**src/rtl/if_id_skid_stage.sv**
```systemverilog
// IF/ID pipeline register with valid/ready handshakes, a 2-entry skid buffer,
// synchronous flush to NOP and a saturating stall counter for perf debug.
module if_id_skid_stage #(
  parameter int                 INSTR_W   = 32,
  parameter int                 PC_W      = 32,
  parameter logic [INSTR_W-1:0] NOP_INSTR = 32'h0000_0000,
  parameter logic [PC_W-1:0]    RESET_PC  = '0,
  parameter int                 CNT_W     = 16
) (
  input  logic               clk,
  input  logic               reset,
  input  logic               flush,
  input  logic               in_valid,
  output logic               in_ready,
  input  logic [INSTR_W-1:0] instr_in,
  input  logic [PC_W-1:0]    pc_in,
  output logic               out_valid,
  input  logic               out_ready,
  output logic [INSTR_W-1:0] instr_out,
  output logic [PC_W-1:0]    pc_out,
  output logic [CNT_W-1:0]   stall_cnt
);

  localparam logic [1:0] EMPTY = 2'd0;
  localparam logic [1:0] ONE   = 2'd1;
  localparam logic [1:0] TWO   = 2'd2;

  localparam logic [CNT_W-1:0] CNT_MAX = '1;

  logic [1:0]         state, state_nxt;
  logic [INSTR_W-1:0] main_instr_nxt;
  logic [PC_W-1:0]    main_pc_nxt;
  logic [INSTR_W-1:0] skid_instr, skid_instr_nxt;
  logic [PC_W-1:0]    skid_pc, skid_pc_nxt;
  logic               accept, deliver;

  // in_ready depends only on state and reset, never on out_ready.
  assign in_ready = (state != TWO) & ~reset;
  assign accept   = in_valid & in_ready;
  assign deliver  = out_valid & out_ready;

  // NOTE: every always_comb output gets a default first so no latch is inferred.
  always_comb begin
    state_nxt      = state;
    main_instr_nxt = instr_out;
    main_pc_nxt    = pc_out;
    skid_instr_nxt = skid_instr;
    skid_pc_nxt    = skid_pc;

    if (flush) begin
      // Flush wins over accept; pc_out deliberately holds for debug visibility.
      state_nxt      = EMPTY;
      main_instr_nxt = NOP_INSTR;
      skid_instr_nxt = NOP_INSTR;
      skid_pc_nxt    = RESET_PC;
    end else begin
      case (state)
        EMPTY: begin
          if (accept) begin
            state_nxt      = ONE;
            main_instr_nxt = instr_in;
            main_pc_nxt    = pc_in;
          end
        end
        ONE: begin
          if (accept && deliver) begin
            main_instr_nxt = instr_in;
            main_pc_nxt    = pc_in;
          end else if (accept) begin
            state_nxt      = TWO;
            skid_instr_nxt = instr_in;
            skid_pc_nxt    = pc_in;
          end else if (deliver) begin
            state_nxt      = EMPTY;
            main_instr_nxt = NOP_INSTR;
          end
        end
        TWO: begin
          if (deliver) begin
            state_nxt      = ONE;
            main_instr_nxt = skid_instr;
            main_pc_nxt    = skid_pc;
            skid_instr_nxt = NOP_INSTR;
            skid_pc_nxt    = RESET_PC;
          end
        end
        default: begin
          state_nxt      = EMPTY;
          main_instr_nxt = NOP_INSTR;
        end
      endcase
    end
  end

  // NOTE: sequential state uses non-blocking assignments only.
  always_ff @(posedge clk or posedge reset) begin
    if (reset) begin
      state      <= EMPTY;
      out_valid  <= 1'b0;
      instr_out  <= NOP_INSTR;
      pc_out     <= RESET_PC;
      skid_instr <= NOP_INSTR;
      skid_pc    <= RESET_PC;
      stall_cnt  <= '0;
    end else begin
      state      <= state_nxt;
      out_valid  <= (state_nxt != EMPTY);
      instr_out  <= main_instr_nxt;
      pc_out     <= main_pc_nxt;
      skid_instr <= skid_instr_nxt;
      skid_pc    <= skid_pc_nxt;
      if (out_valid && !out_ready && !flush && stall_cnt != CNT_MAX)
        stall_cnt <= stall_cnt + CNT_W'(1);
    end
  end

endmodule

```
**config.mk**
```make
export PLATFORM = sky130hd
export DESIGN_NAME = if_id_skid_stage
export DESIGN_NICKNAME = d
export VERILOG_FILES = /design/src/rtl/if_id_skid_stage.sv
export SDC_FILE = /design/constraint.sdc
export NUM_CORES = 1
export LEC_CHECK = 0
export ABC_AREA = 1
export CORE_MARGIN = 2
export CORE_UTILIZATION = 50
export DETAILED_ROUTE_END_ITERATION = 12
export DONT_BUFFER_PORTS = 1
export GPL_TIMING_DRIVEN = 0
export PLACE_DENSITY_LB_ADDON = 0.08
export SLEW_MARGIN = 20
export SYNTH_ARGS = -nofsm -noshare
export SYNTH_HDL_FRONTEND = slang
export SYNTH_SLANG_ARGS = --single-unit
```
**constraint.sdc**
```tcl
create_clock -name clk -period 6.66 [get_ports clk]
set_clock_uncertainty 0.15 [all_clocks]
set_input_delay 1.332 -clock clk [delete_from_list [all_inputs] [get_ports clk]]
set_output_delay 1.332 -clock clk [all_outputs]
set_load 0.05 [all_outputs]
```
# Yosys cells after proc, flatten, opt, wreduce, memory -nomap -nowiden
# Cells that the tools add are included.
# W data, S select, Z words.
[totals] reg_bits=147 inputBits=69 out_inout_bits=82 word_cells=63
[classes] add_sub_neg=1 eq_ne=13 mux=24 n_bitwise=5 reduce_logical=13
[ops] operator="$mux W32" n=13
[ops] operator="$pmux W32 S3" n=2
[ops] operator="$pmux W32 S2" n=2
[ops] operator="$add A16 B1 Y16 const B" n=1
[ops] operator="$ne A16 B16 Y1 const B" n=1
[ops] operator="$mux W2" n=6
[ops] operator="$ne A3 B3 Y1 const B" n=4
[ops] operator="$ne A2 B2 Y1 const B" n=4
[ops] operator="$ne A4 B4 Y1 const B" n=2
[ops] operator="$reduce_and A4 Y1" n=2
[ops] operator="$pmux W2 S3" n=1
[ops] operator="$reduce_bool A3 Y1" n=2
[ops] operator="$reduce_and A5 Y1" n=1
[ops] operator="$logic_and A1 B1 Y1" n=4
[ops] operator="$and A1 B1 Y1" n=3
[ops] operator="$eq A2 B1 Y1 const B" n=1
[ops] operator="$eq A2 B2 Y1 const B" n=1
[ops] operator="$logic_not A1 Y1" n=2
[ops] operator="$logic_not A2 Y1" n=1
[ops] operator="$not A1 Y1" n=2
[ops] operator="$reduce_bool A2 Y1" n=1

# Depth between registers and ports, before layout
[depth] ltp_word=8 depth_mapped=11 mapped_depth_nobuf=9

# Worst setup path after synthesis
# OpenSTA, ideal clock, no wires.
[synth_timing] path_type="input -> register" start="input reset" end="register pc_out[0]" arrival_time_ns=5.417 setup_slack_ns=0.973 stages=9 n_path_buf=1 cell_sequence="inv_1 > nand3_4 > nand2_1 > nand2_2 > inv_2 > nand2_1 > buf_4 > nand2_1 > nand2_1"
[synth_via] elab_chain_cells=6 word_cells_on_any_way=7
[synth_rtl] element="start, declared" line_no="11" rtl="input logic reset,"
[synth_rtl] element="$not A1 Y1 (*)" line_no="38" rtl="assign in_ready = (state != TWO) & ~reset;"
[synth_rtl] element="$and A1 B1 Y1 (*)" line_no="38"
[synth_rtl] element="$and A1 B1 Y1 (*)" line_no="39" rtl="assign accept = in_valid & in_ready;"
[synth_rtl] element="$logic_and A1 B1 Y1" line_no="66" rtl="if (accept && deliver) begin"
[synth_rtl] element="$ne A2 B2 Y1 (no source line)"
[synth_rtl] element="$reduce_and A5 Y1 (no source line) (*)"
[synth_rtl] element="end signal, assigned" line_no="109" rtl="pc_out <= main_pc_nxt;"
[synth_rtl] element="end, declared" line_no="20" rtl="output logic [PC_W-1:0] pc_out,"
# Mark *: on every way between the ends. The rest lies on a longest branch, timed or not.
# A chain may end at the register's enable or synchronous reset.

# Final worst setup path
[layout_timing] start="register state[1]" end="output in_ready"
[layout_via] elab_chain_cells=2
[layout_rtl] element="start, declared" line_no="30" rtl="logic [1:0] state, state_nxt;"
[layout_rtl] element="start signal, assigned" line_no="106" rtl="state <= state_nxt;"
[layout_rtl] element="$ne A2 B2 Y1" line_no="38"
[layout_rtl] element="$and A1 B1 Y1" line_no="38"
[layout_rtl] element="end, declared" line_no="14" rtl="output logic in_ready,"
# No other way between the ends.

==> results.sh <==
export IMPL_run_status="complete, no violations"
export IMPL_cts_repair_timing_setup_buffer_count=0
export IMPL_synthSimpleGateAreaFrac=0.424
export IMPL_buffer_ports_inserted=0
export IMPL_unrepaired_setup_endpoints_after_global_routing="no"
export IMPL_worst_path_most_repeated_cell="buf_2"
export IMPL_layout_drive_gt1_share=0.0933
export IMPL_fin_cells=1213
export IMPL_power_density_nw_per_um2=323
export IMPL_timing_critical_path_slowest_cell_delay_ns=0.68
export IMPL_tritoncts_num_buffers=17
export IMPL_clk_path_buf_depth=2
export IMPL_yosys_area_share_adder=0.00171
export IMPL_final_report_hold_violation_count=0
export IMPL_via_count_of_the_first_global_routing_pass=6034
export IMPL_clock_insertion_delay_worst_skew_ns=0.42
export IMPL_synth_compound_area_share=0.00667
export IMPL_postCtsResizedCells=0
export IMPL_synthesis_yosys_warnings=0
export IMPL_remaining_drc_errors=0
export IMPL_dieWidth_microns=125
export IMPL_muxShareOfSynthArea=0
export IMPL_design_die_area_sq_um=15600
export IMPL_endpoint_kind="output pin"
export IMPL_worst_endpoint_arrival_ns=2.18
export IMPL_critical_path_required_time_ns=5.18
export IMPL_wl_per_cell_microns=15.5
export IMPL_worstSetupStartpointType="flop"
export IMPL_path_clk_slew_ns=0.06
export IMPL_main_combinational_cell_family_by_area_after_synthesis="simple AND/OR/NAND/NOR gates"
export IMPL_routed_via_count=6381
export IMPL_syn_inst=996
export IMPL_placedCellCount=1181
export IMPL_cts_sinks=147
export IMPL_place_congestion=0.804
export IMPL_timing_final_crit_period_ns=3.66
export IMPL_num_antenna_cells=0
export IMPL_finalCoreUtilization=0.564
export IMPL_area_added_between_synthesis_and_finish_pct=11.2
export IMPL_net_count_synth=1066
export IMPL_postCtsHoldBufs=0
export IMPL_synthesized_area_sq_um=7320
export IMPL_synth_seq_area_share=0.503
export IMPL_grt_overflow_total=0
export IMPL_slowest_cell_on_the_critical_path="nor2_1"
export IMPL_clock_h_tree_levels=4
export IMPL_cts_tree="built"
export IMPL_initial_core_utilization=0.507
export IMPL_multi_input_comb_area_sq_um=3230
export IMPL_setup_violations=0
export IMPL_max_clock_freq_ghz=0.273
export IMPL_fp_row_count=44
export IMPL_core_area_sq_um=14400
export IMPL_worst_voltage_drop_across_the_vdd_grid_mv=0.153
export IMPL_power_leakage_nw=4.48
export IMPL_clock_tree_root_cell="clkbuf_16"
export IMPL_grt_pass1_wl_microns=31100
export IMPL_hold_path_class="reg -> reg"
export IMPL_grt_start_max_net_pins=85
export IMPL_timing_critical_path_cells="inv_2 > nor2_2 > buf_2 > buf_2 > nor2_1"
export IMPL_drv_cap=0
export IMPL_worstPathMaxFanout=10
export IMPL_storage_cell_area_sq_um=3680
export IMPL_drt_pass1_iter_count=6
export IMPL_postRouteAntennaNets=0
export IMPL_global_route_usage_total=0.247
export IMPL_worst_slew_margin_rel=0.413
export IMPL_totalPowerFinal_mw=2.63
export IMPL_layout_nets=1086
export IMPL_num_fill_cells=1441
export IMPL_dr_first_iter_drc_count=466
export IMPL_detail_route_vias_per_cell=5.26
export IMPL_synth_lib_cells_used_distinct=23
export IMPL_floorplan_die_height_microns=125
export IMPL_timing_max_transition_violations_final=0
export IMPL_top_level_ports=151
export IMPL_synth_seq_cells=147
export IMPL_hpwl_microns=12700
export IMPL_antenna_found_initial=0
export IMPL_drt_total_wl_microns=18800
export IMPL_synth_xor_area_share=0.00838
export IMPL_crit_type="reg -> out"
export IMPL_portion_of_the_clock_cycle_consumed_by_the_worst_path_in_the_final_layout=0.550
export IMPL_measured_slew_at_the_worst_slew_check_pin_ns=0.877
export IMPL_avgSynthCellArea_sq_um=7.35
## registers in the layout, summed over array words and instances (netlist names)
name        flops
instr_out      32
pc_out         32
skid_instr     32
skid_pc        32
stall_cnt      16
state           2
out_valid       1
## layer usage
metal | wire length [microns] | vias to the layer above | GRT usage
li1 | - | 3193 | -
met1 | 8660 | 2998 | 0.342
met2 | 8760 | 173 | 0.379
met3 | 1140 | 17 | 0.0740
met4 | 274 | 0 | 0.0719
met5 | 0 | - | 0
## critical path: cells and delay by family, from the launching register on
family	cells	cell delay (ns)
flip-flops	1	0.45
buffers and inverters	3	0.56
AND/OR/NAND/NOR	2	0.74
## placed cells by master, fill, tap and decap left out, drive strengths merged
cell / count
nand2: 512
o21ai: 6
xnor2: 7
bufinv: 1
nand4: 6
clkinv: 9
clkbuf: 31
buf: 50
nor2: 62
nand3b: 1
nand3: 171
dfrtp: 147
ha: 1
o211ai: 1
clkinvlp: 4
inv: 20
## cell families (layout without fill, tap and decap cells)
| logic type | Yosys count | count (layout) |
|---|---|---|
| adder cells (fa/ha/maj) | 1 | 1 |
| AO/OA/AOI/OAI | 7 | 7 |
| AND/OR/NAND/NOR | 752 | 752 |
| buffers and inverters | 82 | 115 |
| XOR/XNOR | 7 | 7 |
| flip-flops | 147 | 147 |
## area by class of cell
class | instances | share of cell area
timing repair buffer | 1 | 0.00338
inverter | 20 | 0.0101
clock buffer | 18 | 0.0540
sequential | 147 | 0.452
tap | 184 | 0.0283
multi-input combinational | 767 | 0.397
clock inverter | 14 | 0.0138
buffer | 62 | 0.0415
## metrics by stage
stage	cell area (sq um)	TNS, ns	setup slack, ns	hold slack [ns]
6_report	8140	0	3.00	0.346
5_1_grt	8140	0	2.90	0.372
4_1_cts	8140	0	2.98	0.351
3_5_place_dp	7580	0	3.18	0.337
3_3_place_gp	7550	-150.68	-0.681	0.333
2_1_floorplan	7320	0	0.973	0.319
## where the power goes
group	leakage, nW	total, mW	internal, mW	switching (mW)
clock network	0.267	0.902	0.519	0.382
registers	1.96	1.41	1.00	0.411
logic	2.25	0.318	0.108	0.210
## synth_stat cells
master    count  area [sq um]
xnor2_1       7          61.3
o21ai_4       1          16.3
nor2_2        3          18.8
ha_1          1          12.5
nor2_4        2          22.5
nand4_1       6          37.5
nand3_4       1          17.5
nand3_1     170           851
buf_1         3          11.3
inv_1        14          52.6
dfrtp_1     147          3680
buf_4        19           143
nand2_4       1          11.3
inv_2         5          18.8
o21ai_0       5          25.0
buf_2        27           135
o211ai_1      1          7.51
nor2_1       57           214
nand2_2       3          18.8
clkinv_1      1          3.75
clkbuf_1     13          48.8
nand2_1     508          1910
nand3b_1      1          7.51
## path summary, 6_finish.rpt
path | cells past startpoint | end | start | slack [ns]
max in group asynchronous | 2 | skid_pc[24] | reset | 4.94
min reg2reg | 2 | skid_instr[20] | skid_instr[20] | 0.35
min in group asynchronous | 1 | instr_out[2] | reset | 0.70
max reg2reg | 9 | stall_cnt[12] | stall_cnt[0] | 4.17
min | 2 | skid_instr[20] | skid_instr[20] | 0.35
max | 5 | in_ready | state[1] | 3.00
Note: power is estimated with default switching activity, not from simulation.
